===== config.mk =====
export PLATFORM = sky130hd
export DESIGN_NAME = regfile_wb_arbiter
export DESIGN_NICKNAME = d
export VERILOG_FILES = /design/src/rtl/regfile_wb_arbiter.sv
export SDC_FILE = /design/constraint.sdc
export NUM_CORES = 1
export LEC_CHECK = 0
export CAP_MARGIN = 20
export CORE_ASPECT_RATIO = 1.75
export CORE_MARGIN = 2
export CORE_UTILIZATION = 34
export DETAILED_ROUTE_END_ITERATION = 12
export PLACE_DENSITY = 0.89
export RECOVER_POWER = 50
export SLEW_MARGIN = 20
export SYNTH_ARGS = -nofsm -noshare
export SYNTH_HDL_FRONTEND = slang
export SYNTH_SLANG_ARGS = --single-unit

===== constraint.sdc =====
create_clock -name clk_i -period 2.6 [get_ports clk_i]
set_input_delay 0.39 -clock clk_i [delete_from_list [all_inputs] [get_ports clk_i]]
set_output_delay 0.39 -clock clk_i [all_outputs]
set_load 0.01 [all_outputs]

===== src/rtl/regfile_wb_arbiter.sv =====
// Round-robin arbiter that merges NREQ write-back requesters onto the single
// register-file write port, with a registered output stage and bypass-select
// flags for the two register-file read addresses.
module regfile_wb_arbiter #(
    parameter int NREQ = 3
) (
    input  logic                 clk_i,
    input  logic                 rst_i,
    input  logic [NREQ-1:0]      req_valid_i,
    input  logic [5*NREQ-1:0]    req_addr_i,
    input  logic [32*NREQ-1:0]   req_data_i,
    output logic [NREQ-1:0]      req_ready_o,
    output logic [4:0]           rd_addr_o,
    output logic [31:0]          rd_data_o,
    output logic                 rd_wren_o,
    input  logic [4:0]           rs1_addr_i,
    input  logic [4:0]           rs2_addr_i,
    output logic                 rs1_fwd_o,
    output logic                 rs2_fwd_o
);

    localparam int PW = $clog2(NREQ);

    logic [PW-1:0] last_ptr_q, last_ptr_d;
    logic [4:0]    addr_q, addr_d;
    logic [31:0]   data_q, data_d;
    logic          wren_q, wren_d;

    logic [PW-1:0] gnt_idx;
    logic          gnt_any;
    logic [PW:0]   cand;
    logic [4:0]    gnt_addr;
    logic [31:0]   gnt_data;
    logic          xfer;

    // Round-robin search: start one past the last winner, ascend with wrap.
    always_comb begin
        gnt_any = 1'b0;
        gnt_idx = '0;
        cand    = '0;
        for (int i = 1; i <= NREQ; i++) begin
            cand = {1'b0, last_ptr_q} + (PW+1)'(i);
            if (cand >= (PW+1)'(NREQ)) begin
                cand = cand - (PW+1)'(NREQ);
            end
            if (!gnt_any && req_valid_i[cand[PW-1:0]]) begin
                gnt_any = 1'b1;
                gnt_idx = cand[PW-1:0];
            end
        end
    end

    assign gnt_addr = req_addr_i[int'(gnt_idx)*5 +: 5];
    assign gnt_data = req_data_i[int'(gnt_idx)*32 +: 32];
    // No grant is issued while reset is held, so nothing can be accepted then.
    assign xfer     = gnt_any && !rst_i;

    // One-hot ready for the winner; the register file never back-pressures.
    always_comb begin
        req_ready_o = '0;
        if (xfer) begin
            req_ready_o[gnt_idx] = 1'b1;
        end
    end

    // Next-state for the output stage and the round-robin pointer.
    always_comb begin
        last_ptr_d = last_ptr_q;
        addr_d     = addr_q;
        data_d     = data_q;
        wren_d     = 1'b0;
        if (rst_i) begin
            last_ptr_d = PW'(NREQ-1);
            addr_d     = '0;
            data_d     = '0;
        end else if (xfer) begin
            last_ptr_d = gnt_idx;
            addr_d     = gnt_addr;
            data_d     = gnt_data;
            wren_d     = (gnt_addr != 5'd0);
        end
    end

    // State registers; reset leaves requester 0 with top priority.
    always_ff @(posedge clk_i) begin
        last_ptr_q <= last_ptr_d;
        addr_q     <= addr_d;
        data_q     <= data_d;
        wren_q     <= wren_d;
    end

    // Masking with rst_i drops a pending write whose write edge coincides with reset.
    assign rd_wren_o = wren_q && !rst_i;
    assign rd_addr_o = addr_q;
    assign rd_data_o = data_q;

    assign rs1_fwd_o = rd_wren_o && (rd_addr_o == rs1_addr_i) && (rs1_addr_i != 5'd0);
    assign rs2_fwd_o = rd_wren_o && (rd_addr_o == rs2_addr_i) && (rs2_addr_i != 5'd0);

endmodule


==> flow_metrics.env, run 1 <==
export IMPL_syn_area_per_cell_um2=7.85
export IMPL_via_per_inst=6.08
export IMPL_yosys_area_top_type="dfxtp_1"
export IMPL_clock_root_buffer="clkbuf_16"
export IMPL_cp_required_ps=2210
export IMPL_initial_core_util=0.352
export IMPL_r2r_slack_ps=60
export IMPL_synth_seq_area_share=0.298
export IMPL_antenna_cells=0
export IMPL_critical_path_top_delay_family="simple AND/OR/NAND/NOR gates"
export IMPL_grt_pass1_wl_mm=19.0
export IMPL_ff_latch_area_um2=803
export IMPL_crit_path_end_kind="output pin"
export IMPL_fp_dieH_um=122
export IMPL_grt_remaining_overflow=0
export IMPL_fmax_ghz=0.392
export IMPL_async_flop_share=0
export IMPL_synth_edf_count=0
export IMPL_multi_input_area_um2=1890
export IMPL_num_rows=42
export IMPL_hold_path_class="register to register"
export IMPL_drtIter0Drc=298
export IMPL_clk_latency_ps=280
export IMPL_grt_max_degree=41
export IMPL_path_max_fanout=5
export IMPL_antenna_found_initial=0
export IMPL_gp_congestion=0.875
export IMPL_skew_ps=3.98
export IMPL_crit_arrival_ps=2160
export IMPL_grt_busiest_layer="met2"
export IMPL_grtUsageMet3=0.0356
export IMPL_layout_min_cycle_time_ps=2550
export IMPL_synth_distinct_cells=42
export IMPL_area_delta_synth_final_pct=91.5
export IMPL_drcViolationCount=0
export IMPL_p_per_area_nw_per_um2=1590
export IMPL_synth_ff_type="dfxtp_1"
export IMPL_port_buffers=168
export IMPL_coreArea_um2=7620
export IMPL_start_kind="register"
export IMPL_cap_viol_max_count=0
export IMPL_setup_viol=0
export IMPL_setup_tns_ps=0
export IMPL_slew_viol_final=0
export IMPL_crit_top_cell="buf_6"
export IMPL_hpwlAfterDp_mm=9.12
export IMPL_wl_per_cell_um=19.8
export IMPL_yosys_warnings=0
export IMPL_use_met1=0.273
export IMPL_layout_drive_gt1_share=0.185
export IMPL_die_area_um2=8650
export IMPL_rsz0062_at_grt="true"
export IMPL_fillers=609
export IMPL_numCtsBuffers=5
export IMPL_ir_drop_uv=963
export IMPL_postRouteAntennaNets=0
export IMPL_synth_area_um2=2680
export IMPL_met2_usage=0.516
export IMPL_worstMarginPinSlew_ps=365
export IMPL_fin_crit_sh=0.980
export IMPL_cts_path_max_buffers=2
export IMPL_io_pin_count=169
export IMPL_hold_ws_ps=459
export IMPL_hold_buffers=0
export IMPL_synth_area_leaders="dfxtp_1 (30%), a32o_1 (13%), nand3_1 (13%)"
export IMPL_power_total_mw=8.16
export IMPL_synth_seq_cells=40
export IMPL_clkSlewWorstSetupHoldPaths_ps=60
export IMPL_cts_htree_levels=2
export IMPL_path_cells="inv_2 > buf_6 > ha_4 > or3b_4 > o21ai_4 > nor3_4 > nor2_2 > buf_6 > o311a_4 > buf_6"
export IMPL_relSlewSlack=0.755
export IMPL_syn_num_nets=472
export IMPL_via_count=3825
export IMPL_crit_type="register to output pin"
export IMPL_grt_pass1_vias=3979
export IMPL_cp_buffers_inverters=4
export IMPL_status="completed"
export IMPL_nets=670
export IMPL_hold_viol=0
export IMPL_grt_use_total=0.278
export IMPL_critical_path_slowest_cell="or3b_4"
export IMPL_synthCells=342
export IMPL_firstDrtPassIters=4
export IMPL_cts_tree="done"
export IMPL_cts_sinks=40
export IMPL_p_leak_nw=2.01
export IMPL_cpPeakStageDelay_ps=450
export IMPL_synth_top_cell_area_share=0.298
export IMPL_chipWidth_um=71.2
export IMPL_wirelength_mm=12.5
[final cells by class]
class / instances / share of cell area
timing repair buffer: 224 / 0.418
multi-input combinational: 264 / 0.368
sequential: 40 / 0.156
clock buffer: 5 / 0.0243
tap: 88 / 0.0214
clock inverter: 3 / 0.00828
inverter: 5 / 0.00365
[metrics by stage]
step           worst slack (ps)  area, um2  cells   util
6_report                   52.1       5140    629  0.675
5_1_grt                   -21.6       5140    629  0.675
3_3_place_gp               -316       4760    613  0.625
4_1_cts                    11.2       5020    624  0.658
3_5_place_dp               -373       4760    613  0.625
2_1_floorplan              41.1       2690    342      -
[timing repair]
action / in CTS / in global routing
setup endpoints to repair: 23 / 27
pin swaps: 2 / 14
resized for setup: 27 / 28
buffers inserted: 3 / 6
[report_power, final]
part / internal (mW) / leakage [nW] / switching (mW)
Clock: 0.451 / 0.0798 / 0.258
Sequential: 0.896 / 0.333 / 0.152
Combinational: 2.93 / 1.59 / 3.46
[layout by cell type, fill, tap and decap left out, types with 2 or more instances in the layout]
cell and n:
a21boi_0 3, a21oi_1 5, a21oi_2 3, a22o_1 2
a31oi_1 3, a32o_1 35, buf_12 3, buf_4 48
buf_6 6, clkbuf_16 5, clkdlybuf4s50_1 125, dfxtp_1 38
dfxtp_2 2, dlygate4sd3_1 39, ha_4 3, inv_1 3
inv_2 2, mux2i_2 2, nand2_1 7, nand2b_1 3
nand3_1 70, nor2_1 3, nor2_2 2, nor3_1 6
nor4_1 3, o21a_1 3, o21ai_0 34, o21ai_1 3
o21ai_2 3, o21ai_4 3, o221ai_1 3, o22ai_1 3
or3_1 33, or3b_4 2, xnor2_1 6, xor2_1 2
[cells in the mapped netlist, types with 2 or more instances]
cell type and number:
buf_2 6, nor3_1 7, a22o_1 2, nand2b_1 3, inv_1 5, nor4_1 3, a31oi_1 4, a32o_1 35
nand2_1 8, xnor2_1 6, o21a_1 3, nor2_1 3, or3_1 33, xor2_1 2, mux2i_1 3, a41oi_1 2
dfxtp_1 40, o221ai_1 3, o21ai_0 41, o22ai_1 3, nand3_1 70, o21ai_1 2, nor2_2 2, clkbuf_1 26
a21oi_1 8, a21boi_0 3, ha_1 4
[metal layers]
metal | vias up | share of wire
li1 | 1737 | -
met3 | 56 | 0.060
met5 | - | 0
met4 | 0 | 0.063
met1 | 1810 | 0.34
met2 | 222 | 0.54
[registers in the layout, indices dropped and copies added (netlist names)]
signal	cells
rd_data_o	32
rd_addr_o	5
last_ptr_q	2
wren_q	1
[path summary, 6_finish.rpt]
path / start / to / depth (start not counted)
worst min-delay path: rd_data_o[10] / rd_data_o[10] / 1
worst max-delay path: last_ptr_q[0] / req_ready_o[1] / 10
worst min register to register: rd_data_o[10] / rd_data_o[10] / 1
worst max register to register: last_ptr_q[1] / wren_q / 9
[cell families (layout without fill, tap and decap cells)]
group | after synthesis | after routing | share of synthesized area
muxes | 4 | 4 | 0.0154
DFF | 40 | 40 | 0.298
and+or+nand+nor | 133 | 133 | 0.267
buffers and inverters | 38 | 237 | 0.0587
adders and majority gates | 4 | 4 | 0.0186
AOI/OAI and AO/OA | 115 | 115 | 0.316
xor gates and xnor gates | 8 | 8 | 0.0261
(Power assumes the default switching activity.)
==> inputs of run 2 (changes only) <==
--- a/config.mk
+++ b/config.mk
@@ -9,9 +9,12 @@
 export CORE_ASPECT_RATIO = 1.75
 export CORE_MARGIN = 2
 export CORE_UTILIZATION = 34
+export CTS_BUF_LIST = sky130_fd_sc_hd__clkbuf_4 sky130_fd_sc_hd__clkbuf_8
 export DETAILED_ROUTE_END_ITERATION = 12
+export GPL_TIMING_DRIVEN = 1
 export PLACE_DENSITY = 0.89
 export RECOVER_POWER = 50
+export REMOVE_ABC_BUFFERS = 1
 export SLEW_MARGIN = 20
 export SYNTH_ARGS = -nofsm -noshare
 export SYNTH_HDL_FRONTEND = slang
==> flow_metrics.env, run 2 (synthesized netlist as in run 1, its figures left out) <==
export IMPL_crit_type="register to output pin"
export IMPL_fp_dieH_um=122
export IMPL_hold_path_class="register to register"
export IMPL_crit_path_end_kind="output pin"
export IMPL_grt_remaining_overflow=0
export IMPL_drtIter0Drc=302
export IMPL_final_common_cell="clkdlybuf4s50_1"
export IMPL_cts_tree="done"
export IMPL_area_delta_synth_final_pct=86.1
export IMPL_die_area_um2=8650
export IMPL_chipWidth_um=71.2
export IMPL_grt_max_degree=42
export IMPL_relSlewSlack=0.707
export IMPL_hpwlAfterDp_mm=8.19
export IMPL_gp_congestion=0.918
export IMPL_clock_root_buffer="clkbuf_8"
export IMPL_power_total_mw=7.69
export IMPL_wirelength_mm=11.8
export IMPL_initial_core_util=0.352
export IMPL_clkSlewWorstSetupHoldPaths_ps=70
export IMPL_grt_pass1_vias=3839
export IMPL_via_per_inst=6.14
export IMPL_p_per_area_nw_per_um2=1540
export IMPL_hold_buffers=0
export IMPL_layout_drive_gt1_share=0.166
export IMPL_cp_required_ps=2210
export IMPL_fin_crit_sh=0.988
export IMPL_rsz0062_at_grt="true"
export IMPL_setup_viol=0
export IMPL_io_pin_count=169
export IMPL_path_max_fanout=6
export IMPL_wl_per_cell_um=19.0
export IMPL_numCtsBuffers=5
export IMPL_drcViolationCount=0
export IMPL_layout_min_cycle_time_ps=2570
export IMPL_start_kind="register"
export IMPL_fin_area_um2=4990
export IMPL_skew_ps=9.38
export IMPL_hold_viol=0
export IMPL_firstDrtPassIters=5
export IMPL_port_buffers=168
export IMPL_clk_latency_ps=290
export IMPL_status="completed"
export IMPL_coreArea_um2=7620
export IMPL_antenna_cells=0
export IMPL_cts_sinks=40
export IMPL_num_rows=42
export IMPL_largest_reg_flops=32
export IMPL_grt_use_total=0.259
export IMPL_cap_viol_max_count=0
export IMPL_antenna_found_initial=0
export IMPL_via_count=3800
export IMPL_worstMarginPinSlew_ps=435
export IMPL_nets=660
export IMPL_fmax_ghz=0.389
export IMPL_cts_htree_levels=2
export IMPL_postRouteAntennaNets=0
export IMPL_grt_pass1_wl_mm=18.0
export IMPL_slew_viol_final=0
export IMPL_p_leak_nw=1.96
export IMPL_ir_drop_uv=713
export IMPL_cts_path_max_buffers=2
export IMPL_dpl_cell_area_um2=4710
export IMPL_final_cell_mix="clkdlybuf4s50_1 (125), nand3_1 (70), dfxtp_1 (38)"
export IMPL_crit_arrival_ps=2180
run 2: final cells by class:
type | count | area, um2
clock buffer | 6 | 82.6
inverter | 5 | 18.8
clock inverter | 2 | 10.0
fill | 618 | 2630
multi-input combinational | 264 | 1880
sequential | 40 | 803
tap | 88 | 110
timing repair buffer | 214 | 2090
run 2: metal layers:
metal	track usage	vias up	part of all wire
li1	-	1709	-
met1	0.263	1816	0.35
met2	0.484	222	0.54
met3	0.0529	53	0.067
met4	0.136	0	0.044
met5	0	-	0
run 2: worst max-delay path: stages (launching register included):
cell	delay (ps)
dfxtp_2	340
inv_2	50
ha_4	270
buf_4	150
mux2i_4	180
o21ai_2	260
nor3_2	100
nor2_2	160
o311a_1	250
buf_6	130
run 2: power by group:
part           internal, mW  switching, mW
logic                  2.83           3.38
clock network         0.212          0.220
registers             0.895          0.148
total                  3.94           3.75
run 2: through the flow:
stage               hold WS, ps  instances   util  setup TNS [ps]  setup slack [ps]
finish                      465        619  0.656               0              30.3
global route                483        619  0.656            -164             -69.9
floorplan                   459        309      -          -34510             -1060
CTS                         473        617  0.643               0              1.81
detailed placement          455        607  0.618           -9440              -387
global placement            447        607  0.618           -7610              -338
run 2: what timing repair did:
action / 4_1_cts / 5_1_grt
setup buffers: 2 / 2
setup endpoints to repair: 39 / 40
gates resized for setup: 35 / 41
pin swaps: 4 / 9
run 2: final timing paths:
path	start	end	slack, ps	cells after the start
worst max-delay path	last_ptr_q[0]	req_ready_o[1]	30	9
worst min register to register	rd_data_o[6]	rd_data_o[6]	470	1
worst min-delay path	rd_data_o[6]	rd_data_o[6]	470	1
worst max register to register	last_ptr_q[0]	wren_q	50	10
==> inputs of run 3 (changes only) <==
--- a/config.mk
+++ b/config.mk
@@ -6,11 +6,11 @@
 export NUM_CORES = 1
 export LEC_CHECK = 0
 export CAP_MARGIN = 20
-export CORE_ASPECT_RATIO = 1.75
 export CORE_MARGIN = 2
 export CORE_UTILIZATION = 34
 export CTS_BUF_LIST = sky130_fd_sc_hd__clkbuf_4 sky130_fd_sc_hd__clkbuf_8
 export DETAILED_ROUTE_END_ITERATION = 12
+export GPL_ROUTABILITY_DRIVEN = 0
 export GPL_TIMING_DRIVEN = 1
 export PLACE_DENSITY = 0.89
 export RECOVER_POWER = 50
==> flow_metrics.env, run 3 (synthesized netlist as in run 1, its figures left out) <==
export IMPL_use_met1=0.279
export IMPL_hold_path_end="rd_data_o[23]"
export IMPL_grt_remaining_overflow=0
export IMPL_cp_required_ps=2210
export IMPL_hold_path_class="register to register"
export IMPL_cts_sinks=40
export IMPL_p_leak_nw=1.98
export IMPL_crit_path_end_kind="output pin"
export IMPL_port_buffers=168
export IMPL_path_max_fanout=4
export IMPL_critical_path_top_delay_family="compound AO/OA/AOI/OAI gates"
export IMPL_hpwlAfterDp_mm=7.93
export IMPL_fin_crit_sh=0.984
export IMPL_layout_drive_gt1_share=0.185
export IMPL_grt_pass1_wl_mm=17.4
export IMPL_clk_latency_ps=300
export IMPL_largest_reg_flops=32
export IMPL_cpPeakStageDelay_ps=390
export IMPL_antenna_found_initial=0
export IMPL_fp_dieH_um=92.8
export IMPL_drtIter0Drc=236
export IMPL_num_rows=32
export IMPL_via_per_inst=5.89
export IMPL_via_count=3790
export IMPL_antenna_cells=0
export IMPL_clkSlewWorstSetupHoldPaths_ps=80
export IMPL_rr_endpoint="wren_q"
export IMPL_ir_drop_uv=761
export IMPL_cp_buffers_inverters=3
export IMPL_grtUsageMet3=0.0683
export IMPL_postRouteAntennaNets=0
export IMPL_skew_ps=4.50
export IMPL_grt_busiest_layer="met2"
export IMPL_cap_viol_max_count=0
export IMPL_final_common_cell="clkdlybuf4s50_1"
export IMPL_status="completed"
export IMPL_r2r_slack_ps=50
export IMPL_met2_usage=0.449
export IMPL_firstDrtPassIters=5
export IMPL_start_kind="register"
export IMPL_dpl_cell_count=617
export IMPL_r2r_cells=10
export IMPL_grt_use_total=0.251
export IMPL_grt_max_degree=41
export IMPL_chipWidth_um=92.8
export IMPL_p_per_area_nw_per_um2=1540
export IMPL_cts_path_max_buffers=2
export IMPL_wirelength_mm=11.6
export IMPL_worstReg2RegStart="last_ptr_q[0]"
export IMPL_finalNonFillerCells=643
export IMPL_fillers=602
export IMPL_power_total_mw=7.88
export IMPL_numCtsBuffers=5
export IMPL_worstMarginPinSlew_ps=461
export IMPL_cts_tree="done"
export IMPL_fmax_ghz=0.391
export IMPL_final_cell_mix="clkdlybuf4s50_1 (127), nand3_1 (69), buf_4 (50)"
export IMPL_critical_path_slowest_cell="o311a_1"
export IMPL_path_cells="inv_4 > ha_4 > mux2i_2 > o21ai_2 > buf_4 > o311a_1 > buf_2"
export IMPL_area_delta_synth_final_pct=90.3
export IMPL_nets=670
export IMPL_crit_type="register to output pin"
export IMPL_grt_pass1_vias=3758
export IMPL_slew_viol_final=0
export IMPL_crit_arrival_ps=2170
export IMPL_hold_start="rd_data_o[23]"
export IMPL_fin_area_um2=5110
export IMPL_io_pin_count=169
export IMPL_setup_viol=0
export IMPL_hold_viol=0
export IMPL_cts_htree_levels=2
export IMPL_wl_per_cell_um=18.0
export IMPL_die_area_um2=8620
export IMPL_drcViolationCount=0
export IMPL_clock_root_buffer="clkbuf_8"
export IMPL_initial_core_util=0.349
export IMPL_coreArea_um2=7690
export IMPL_rsz0062_at_grt="true"
export IMPL_layout_min_cycle_time_ps=2560
export IMPL_relSlewSlack=0.690
export IMPL_dpl_cell_area_um2=4690
export IMPL_min_path_cells=1
[run 3: cell types whose count changed in the layout (fill, tap and decap cells not counted), moves of 2 or more]
cell,previous run,this run
clkdlybuf4s50_1,125,127
clkinv_2,2,0
o21ai_1,18,5
o21ai_0,20,33
o21ai_2,3,1
o21ai_4,2,4
a21oi_2,3,1
buf_4,36,50
dlymetal6s2s_1,3,1
buf_6,7,3
[run 3: per-stage QoR]
stage / setup TNS, ps / util / hold slack, ps / setup slack (ps)
after detailed placement: -4680 / 0.610 / 455 / -416
final: 0 / 0.664 / 463 / 42.7
after CTS: 0 / 0.649 / 472 / 3.51
after floorplan: -34510 / - / 459 / -1060
after global routing: -40.2 / 0.664 / 480 / -11.4
after global placement: -2340 / 0.610 / 448 / -279
[run 3: layout make-up]
class	instances	area (um2)	area share
tap	102	128	0.0250
multi-input combinational	264	1910	0.375
clock inverter	1	7.51	0.00147
clock buffer	7	90.1	0.0176
inverter	5	21.3	0.00416
sequential	40	803	0.157
timing repair buffer	224	2140	0.420
[run 3: worst reg2reg max path, stage by stage (launching register included)]
cell and delay [ps]:
dfxtp_2 360, inv_4 50, ha_4 260, buf_8 140
mux2i_4 200, buf_4 160, o211a_4 240, o21a_4 220
or4_1 460, a31oi_1 210, a41oi_2 120
[run 3: how the worst max path moves through the flow]
stage / to / slack (ps) / depth (start not counted) / start
after floorplan: rd_addr_o[1] / -1060 / 8 / last_ptr_q[0]
after global placement: req_ready_o[0] / -280 / 8 / req_valid_i[2]
after global routing: wren_q / -10 / 10 / last_ptr_q[0]
final: req_ready_o[1] / 40 / 7 / last_ptr_q[0]
after detailed placement: req_ready_o[0] / -420 / 8 / req_valid_i[1]
after CTS: req_ready_o[2] / 4 / 9 / last_ptr_q[0]
[run 3: per-layer routing]
metal,vias to the layer above,share of wire
met4,0,0.029
li1,1731,-
met3,38,0.090
met1,1803,0.39
met5,-,0
met2,218,0.49
[run 3: repair_timing]
item,4_1_cts,5_1_grt
setup endpoints to repair,8,11
endpoints found under the hold margin,0,0
pin swaps,8,14
buffers inserted,14,5
cloned,0,0
resized for setup,39,25
hold buffers,0,0
[run 3: where the power goes]
group | total, mW | internal, mW | leakage [nW] | switching [mW]
Combinational | 6.36 | 2.97 | 1.60 | 3.39
Clock | 0.465 | 0.227 | 0.0479 | 0.239
Sequential | 1.05 | 0.895 | 0.333 | 0.155
Total | 7.88 | 4.09 | 1.98 | 3.79
